### config.mk
export PLATFORM = sky130hd
export DESIGN_NAME = alu_acc_seq
export DESIGN_NICKNAME = d
export VERILOG_FILES = /design/src/rtl/alu_pkg.sv /design/src/rtl/alu_acc_seq_hex7seg.sv /design/src/rtl/alu_acc_seq.sv
export SDC_FILE = /design/constraint.sdc
export NUM_CORES = 1
export LEC_CHECK = 0
export ABC_AREA = 1
export BUFFER_PORTS_ARGS = -buffer_cell sky130_fd_sc_hd__clkbuf_2
export CAP_MARGIN = 20
export CORE_ASPECT_RATIO = 0.7
export CORE_MARGIN = 2
export CORE_UTILIZATION = 55
export DETAILED_ROUTE_END_ITERATION = 8
export GPL_ROUTABILITY_DRIVEN = 0
export GPL_TIMING_DRIVEN = 0
export HOLD_SLACK_MARGIN = 0.05
export PLACE_DENSITY = 0.74
export SYNTH_ARGS = -nofsm -noshare
export SYNTH_HDL_FRONTEND = slang
export SYNTH_SLANG_ARGS = --single-unit
export TNS_END_PERCENT = 20
### constraint.sdc
create_clock -name clk_2 -period 2.8 [get_ports clk_2]
set_clock_uncertainty 0.05 [all_clocks]
set_input_delay 0.14 -clock clk_2 [delete_from_list [all_inputs] [get_ports clk_2]]
set_output_delay 0.14 -clock clk_2 [all_outputs]
set_load 0.005 [all_outputs]
### src/rtl/alu_pkg.sv
// -----------------------------------------------------------------------------
// alu_pkg
// Shared types and constants for the accumulator ALU (alu_acc_seq).
//   op_t     : 3-bit operation codes as presented on the op input
//   state_t  : sequencer states
//   HEX_SEG  : 7-segment patterns for hex digits 0..F, active-high, {g,f,e,d,c,b,a}
// -----------------------------------------------------------------------------
package alu_pkg;

  typedef enum logic [2:0] {
    OP_AND = 3'b000,
    OP_OR  = 3'b001,
    OP_ADD = 3'b010,
    OP_SUB = 3'b011,
    OP_XOR = 3'b100,
    OP_MUL = 3'b101,
    OP_ASR = 3'b110,
    OP_CLR = 3'b111
  } op_t;

  typedef enum logic [1:0] {
    ST_IDLE = 2'd0,
    ST_EXEC = 2'd1,
    ST_MUL  = 2'd2,
    ST_DONE = 2'd3
  } state_t;

  localparam logic [6:0] HEX_SEG [16] = '{
    7'h3F, 7'h06, 7'h5B, 7'h4F, 7'h66, 7'h6D, 7'h7D, 7'h07,
    7'h7F, 7'h6F, 7'h77, 7'h7C, 7'h39, 7'h5E, 7'h79, 7'h71
  };

endpackage

### src/rtl/alu_acc_seq_hex7seg.sv
// -----------------------------------------------------------------------------
// hex7seg
// Combinational hex-digit to 7-segment decoder (active-high, {g,f,e,d,c,b,a}).
// Ports:
//   i_nib  in  4  hex digit
//   o_seg  out 7  segment pattern
// -----------------------------------------------------------------------------
module hex7seg
  import alu_pkg::*;
(
  input  logic [3:0] i_nib,
  output logic [6:0] o_seg
);

  // Table lookup of the segment pattern
  always_comb begin
    o_seg = HEX_SEG[i_nib];
  end

endmodule

### src/rtl/alu_acc_seq.sv
// -----------------------------------------------------------------------------
// alu_acc_seq
// NBITS-wide signed ALU with accumulator, start/done handshake, multi-cycle
// shift-add multiply, optional saturation and sticky overflow.
// Ports:
//   clk_2       in   clock                      reset      in   async, active-high
//   start       in   request (taken in IDLE)    op         in   3-bit op code (op_t)
//   a, b        in   signed operands            use_acc    in   A := accumulator
//   sat_en      in   clamp ADD/SUB/MUL on ovf   busy       out  operation in progress
//   done        out  one-cycle completion pulse result     out  accumulator
//   ovf         out  overflow of last op        ovf_sticky out  OR of ovf since reset/CLR
//   zero, neg   out  result flags               SEG        out  {ovf_sticky, hex(result[3:0])}
// -----------------------------------------------------------------------------
module alu_acc_seq
  import alu_pkg::*;
#(
  parameter int NBITS   = 8,
  parameter bit SAT_DEF = 1'b0
) (
  input  logic             clk_2,
  input  logic             reset,
  input  logic             start,
  input  logic [2:0]       op,
  input  logic [NBITS-1:0] a,
  input  logic [NBITS-1:0] b,
  input  logic             use_acc,
  input  logic             sat_en,
  output logic             busy,
  output logic             done,
  output logic [NBITS-1:0] result,
  output logic             ovf,
  output logic             ovf_sticky,
  output logic             zero,
  output logic             neg,
  output logic [7:0]       SEG
);

  localparam int PW  = 2 * NBITS;
  localparam int SHW = $clog2(NBITS);
  localparam int CW  = $clog2(NBITS + 1);
  localparam logic [CW-1:0]    CNT_LAST = CW'(NBITS);
  localparam logic [CW-1:0]    CNT_ONE  = CW'(1);
  localparam logic [NBITS-1:0] MAX_V    = {1'b0, {(NBITS-1){1'b1}}};
  localparam logic [NBITS-1:0] MIN_V    = {1'b1, {(NBITS-1){1'b0}}};

  state_t           r_state;
  state_t           w_state_nxt;
  op_t              r_op;
  logic [NBITS-1:0] r_a;
  logic [NBITS-1:0] r_b;
  logic [NBITS-1:0] r_acc;
  logic             r_sat;
  logic             r_ovf;
  logic             r_sticky;
  logic             r_busy;
  logic             r_done;
  logic [CW-1:0]    r_cnt;
  logic [PW-1:0]    r_prod;
  logic [PW-1:0]    r_mcand;
  logic [NBITS-1:0] r_mplier;

  logic             w_accept;
  logic [NBITS-1:0] w_a_in;
  logic [NBITS-1:0] w_mag_a_in;
  logic [NBITS-1:0] w_mag_b_in;
  logic [NBITS-1:0] w_sum;
  logic [NBITS-1:0] w_diff;
  logic             w_add_ovf;
  logic             w_sub_ovf;
  logic             w_msign;
  logic [PW-1:0]    w_prod_s;
  logic [NBITS:0]   w_mul_top;
  logic             w_mul_ovf;
  logic [NBITS-1:0] w_res;
  logic             w_ovf;
  logic [6:0]       w_seg;

  assign w_accept = (r_state == ST_IDLE) && start;

  // Operand selection and magnitudes for the multiplier, taken from the live inputs at accept
  always_comb begin
    w_a_in     = use_acc ? r_acc : a;
    w_mag_a_in = w_a_in[NBITS-1] ? (-w_a_in) : w_a_in;
    w_mag_b_in = b[NBITS-1] ? (-b) : b;
  end

  // Single-cycle arithmetic and multiply post-processing on the captured operands
  always_comb begin
    w_sum     = r_a + r_b;
    w_diff    = r_a - r_b;
    w_add_ovf = (r_a[NBITS-1] == r_b[NBITS-1]) && (w_sum[NBITS-1] != r_a[NBITS-1]);
    w_sub_ovf = (r_a[NBITS-1] != r_b[NBITS-1]) && (w_diff[NBITS-1] != r_a[NBITS-1]);
    w_msign   = r_a[NBITS-1] ^ r_b[NBITS-1];
    w_prod_s  = w_msign ? (-r_prod) : r_prod;
    // Product fits in NBITS signed only if the upper half plus the result sign bit agree
    w_mul_top = w_prod_s[PW-1:NBITS-1];
    w_mul_ovf = ~((&w_mul_top) | (~|w_mul_top));
  end

  // Result / overflow selection; on saturation the clamp follows the sign of the true result
  always_comb begin
    w_res = '0;
    w_ovf = 1'b0;
    case (r_op)
      OP_AND: w_res = r_a & r_b;
      OP_OR:  w_res = r_a | r_b;
      OP_XOR: w_res = r_a ^ r_b;
      OP_ADD: begin
        w_ovf = w_add_ovf;
        if (w_add_ovf && r_sat) w_res = r_a[NBITS-1] ? MIN_V : MAX_V;
        else                    w_res = w_sum;
      end
      OP_SUB: begin
        w_ovf = w_sub_ovf;
        if (w_sub_ovf && r_sat) w_res = r_a[NBITS-1] ? MIN_V : MAX_V;
        else                    w_res = w_diff;
      end
      OP_MUL: begin
        w_ovf = w_mul_ovf;
        if (w_mul_ovf && r_sat) w_res = w_msign ? MIN_V : MAX_V;
        else                    w_res = w_prod_s[NBITS-1:0];
      end
      OP_ASR: w_res = $signed(r_a) >>> r_b[SHW-1:0];
      OP_CLR: w_res = '0;
      default: begin
        w_res = '0;
        w_ovf = 1'b0;
      end
    endcase
  end

  // Next-state logic; MUL stays NBITS+1 cycles (NBITS add steps, then sign/exit)
  always_comb begin
    w_state_nxt = r_state;
    case (r_state)
      ST_IDLE: begin
        if (start) w_state_nxt = (op == OP_MUL) ? ST_MUL : ST_EXEC;
        else       w_state_nxt = ST_IDLE;
      end
      ST_EXEC: w_state_nxt = ST_DONE;
      ST_MUL: begin
        if (r_cnt == CNT_LAST) w_state_nxt = ST_DONE;
        else                   w_state_nxt = ST_MUL;
      end
      ST_DONE: w_state_nxt = ST_IDLE;
      default: w_state_nxt = ST_IDLE;
    endcase
  end

  // State register with registered busy/done derived from the next state
  always_ff @(posedge clk_2 or posedge reset) begin
    if (reset) begin
      r_state <= ST_IDLE;
      r_busy  <= 1'b0;
      r_done  <= 1'b0;
    end else begin
      r_state <= w_state_nxt;
      r_busy  <= (w_state_nxt != ST_IDLE);
      r_done  <= (w_state_nxt == ST_DONE);
    end
  end

  // Operand capture, shift-add multiply steps and accumulator/flag update
  always_ff @(posedge clk_2 or posedge reset) begin
    if (reset) begin
      r_op     <= OP_AND;
      r_a      <= '0;
      r_b      <= '0;
      r_sat    <= SAT_DEF;
      r_cnt    <= '0;
      r_prod   <= '0;
      r_mcand  <= '0;
      r_mplier <= '0;
      r_acc    <= '0;
      r_ovf    <= 1'b0;
      r_sticky <= 1'b0;
    end else begin
      if (w_accept) begin
        r_op     <= op_t'(op);
        r_a      <= w_a_in;
        r_b      <= b;
        r_sat    <= sat_en;
        r_cnt    <= '0;
        r_prod   <= '0;
        r_mcand  <= {{NBITS{1'b0}}, w_mag_a_in};
        r_mplier <= w_mag_b_in;
      end else if ((r_state == ST_MUL) && (r_cnt != CNT_LAST)) begin
        if (r_mplier[0]) r_prod <= r_prod + r_mcand;
        r_mcand  <= r_mcand << 1;
        r_mplier <= r_mplier >> 1;
        r_cnt    <= r_cnt + CNT_ONE;
      end
      if (w_state_nxt == ST_DONE) begin
        r_acc    <= w_res;
        r_ovf    <= w_ovf;
        r_sticky <= (r_op == OP_CLR) ? 1'b0 : (r_sticky | w_ovf);
      end
    end
  end

  hex7seg u_hex7seg (
    .i_nib (4'(r_acc)),
    .o_seg (w_seg)
  );

  assign busy       = r_busy;
  assign done       = r_done;
  assign result     = r_acc;
  assign ovf        = r_ovf;
  assign ovf_sticky = r_sticky;
  assign zero       = (r_acc == '0);
  assign neg        = r_acc[NBITS-1];
  assign SEG        = {r_sticky, w_seg};

endmodule
==> results.cfg <==
[critical_path]
max_stage_delay_ns = 0.55
cpMaxStageDelayCell = dlygate4sd3_1
critical-path-top-delay-family = buffers and inverters
worst_setup_path_start_kind = primary input
cp.buffers_inverters = 5
worst-setup-path-type = primary input to flip-flop
crit_arrival_ns = 2.95
endpoint_kind = flip-flop
crit_chain = dlygate4sd3_1, clkbuf_2, nor3_1, inv_1, o21a_1, nor2_2, inv_1, clkbuf_1, nor2_1, nand2_2, nand2_1
critical_path_required_ns = 3.02
critPathMostFrequentCell = inv_1
worst-path-max-fanout = 10

[global_route]
grt_first_pass_wirelength_um = 28600
gr-usage-all-layers_pct = 28.7
gr-total-overflow = 0
grt_max_degree = 58
grt_pass1_vias = 5608
antenna_found_initial = 0

[synthesis]
ys_seq_area_share_pct = 30.0
netlist_instances = 942
netlist_area_sq_um = 6510
synth_edf_count = 0
ys_ff_latch = 78
ys_warn_count = 0
avgSynthCellArea_sq_um = 6.91
synthesis.nets = 1023
ys_types = 47
async_reset_ff_share_pct = 100
synth_ff_type = dfrtp_1

[cts]
clk_latency_ns = 0.34
numCtsBuffers = 9
clk_pin_slew_worst_paths_ns = 0.06
cts_root_buffer = clkbuf_16
cts_max_path_buffers = 2
cts_tree = yes
cts.sinks = 78
htreeDepth = 3

[pwr]
power.internal_mw = 4.50
switching_power_mw = 5.14
sw_frac_of_total_pct = 53.3
p_leak_nw = 3.86
combPwrFrac_pct = 67.4
pwr-share-clk_pct = 11.5
power_density_nw_per_um2 = 1310
seqPwrFrac_pct = 21.2
peakVddDrop_uv = 642

[drt]
postRouteAntennaNets = 0
drtIter0Drc = 691
vias = 6420
drc_errors = 0
wirelength_um = 17800
wl_per_cell_um = 15.3
vias_per_cell = 5.50
firstDrtPassIters = 7

[placement]
place_area_sq_um = 6960
place_inst = 1145
dp_hpwl_um = 13800
portBuffers = 45

[die]
core-area_sq_um = 11600
initial_utilization_pct = 55.9
die_area_sq_um = 12700
io_pins = 46
fp.dieW_um = 134
rows = 33
die_y_um = 95.0

[layout]
finish.instance_area_sq_um = 7360
antenna_cells = 0
nets = 1087
fin_util_pct = 63.2
synthToLayoutAreaGrowth_pct = 13.0
final_common_cell = nand2_1
layout_common_cells = nand2_1 (240), inv_1 (127), dfrtp_1 (75), nor2_1 (73), o21ai_0 (67)
fin_cells = 1168
drive_gt1_share_pct = 12.6

[sta]
finalHoldViolCount = 0
hold_slack_ns = 0.0615
slew_headroom_pct = 36.1
setup_violations = 0
max_freq_ghz = 0.367
setup-tns-final_ns = 0
fin_crit_ns = 2.73
worstMarginPinSlew_ns = 0.951
final-max-slew-violation-count = 0
period_share_pct = 97.4

[worst_hold_path]
hp-class = primary input to flip-flop

[run]
cap_violations = 0

[outcome]
outcome = completed
==> synthesized netlist by cell type (8+ instances only) <==
library cell  instances  area, sq um
nor2_1               73          274
o21ai_1              20          100
nand2_1             243          912
inv_2                 9         33.8
xor2_1               20          175
ha_1                 54          676
clkbuf_1             14         52.6
a21oi_1              52          260
nor3_1                9         45.0
o22ai_1               9         56.3
nand3_1              63          315
inv_1               129          484
buf_2                 8         40.0
o21ai_0              67          335
nand4_1              10         62.6
dfrtp_1              78         1950
==> through the flow <==
stage | worst slack [ns] | power (mW)
after floorplan | 0.365 | 6.70
after global placement | -0.402 | 8.13
after detailed placement | -0.241 | 8.24
after CTS | 0.00647 | 9.42
after global routing | -0.0101 | 10.6
final | 0.0716 | 9.65
==> flip-flops by register name, indices dropped and copies added (netlist names) <==
| name | flops |
|---|---|
| result | 8 |
| r_state | 2 |
| r_sat | 1 |
| done | 1 |
| r_a | 8 |
| r_op | 3 |
| r_mplier | 8 |
| r_b | 8 |
| ovf | 1 |
| busy | 1 |
| r_cnt | 4 |
| r_prod | 16 |
| r_mcand | 16 |
| ovf_sticky | 1 |
==> kinds of logic (layout without fill, tap and decap cells) <==
| group | after synthesis | in the layout | synth area share (%) |
|---|---|---|---|
| DFF | 78 | 78 | 30.0 |
| xor gates and xnor gates | 24 | 24 | 3.23 |
| and+or+nand+nor | 429 | 429 | 29.1 |
| AOI/OAI and AO/OA | 187 | 187 | 16.4 |
| buffers and inverters | 167 | 236 | 10.0 |
| adders and majority gates | 57 | 57 | 11.3 |
==> worst reg2reg max path: stages, from the launching register on <==
cell,delay [ns]
dfrtp_1,0.35
buf_4,0.19
clkinvlp_4,0.19
ha_4,0.35
clkbuf_4,0.21
nand3_1,0.08
nand2_1,0.10
nand2_1,0.08
nor2_2,0.15
nand3_4,0.12
nand3_4,0.14
nand2_1,0.06
nand3_1,0.11
nand3_1,0.08
nand2_1,0.16
nand2_1,0.08
==> layout make-up <==
class,instances,area [sq um]
clock inverter,5,33.8
multi-input combinational,697,3950
clock buffer,11,243
tap,157,196
timing repair buffer,54,323
inverter,140,533
buffer,26,131
sequential,78,1960
fill,1074,4280
==> per-layer routing <==
metal / GRT usage [%] / vias to the layer above / share of wire, %
li1: - / 3204 / -
met1: 45.6 / 2945 / 52
met3: 6.91 / 31 / 8.2
met2: 38.5 / 240 / 39
met4: 6.40 / 0 / 1.6
met5: 0 / - / 0
==> power by group through the flow <==
stage / Clock [mW] / Combinational, mW / Sequential, mW
floorplan: 0 / 4.80 / 1.91
global route: 1.17 / 7.38 / 2.10
CTS: 1.12 / 6.24 / 2.05
global placement: 0 / 6.09 / 2.04
detailed placement: 0 / 6.19 / 2.05
finish: 1.11 / 6.50 / 2.04
==> repair_timing <==
action,in CTS,in global routing
buffers inserted,0,4
gates resized for setup,4,15
pin swaps,0,1
gates cloned,0,0
hold endpoints to repair,24,0
hold buffers,4,0
endpoints found under the setup margin,8,9
==> worst paths after layout <==
| kind | start | to | slack, ns | cells after the start |
|---|---|---|---|---|
| worst max-delay path | op[1] | result[1] | 0.07 | 11 |
| worst min-delay path | op[2] | r_op[2] | 0.06 | 3 |
| worst max register to register | r_a[7] | result[0] | 0.19 | 15 |
| worst min register to register | ovf | ovf | 0.47 | 2 |
| max in group asynchronous | reset | r_a[1] | 1.85 | 4 |
| min in group asynchronous | reset | r_mcand[11] | 0.26 | 3 |
Note: power is estimated with default switching activity, not from simulation.
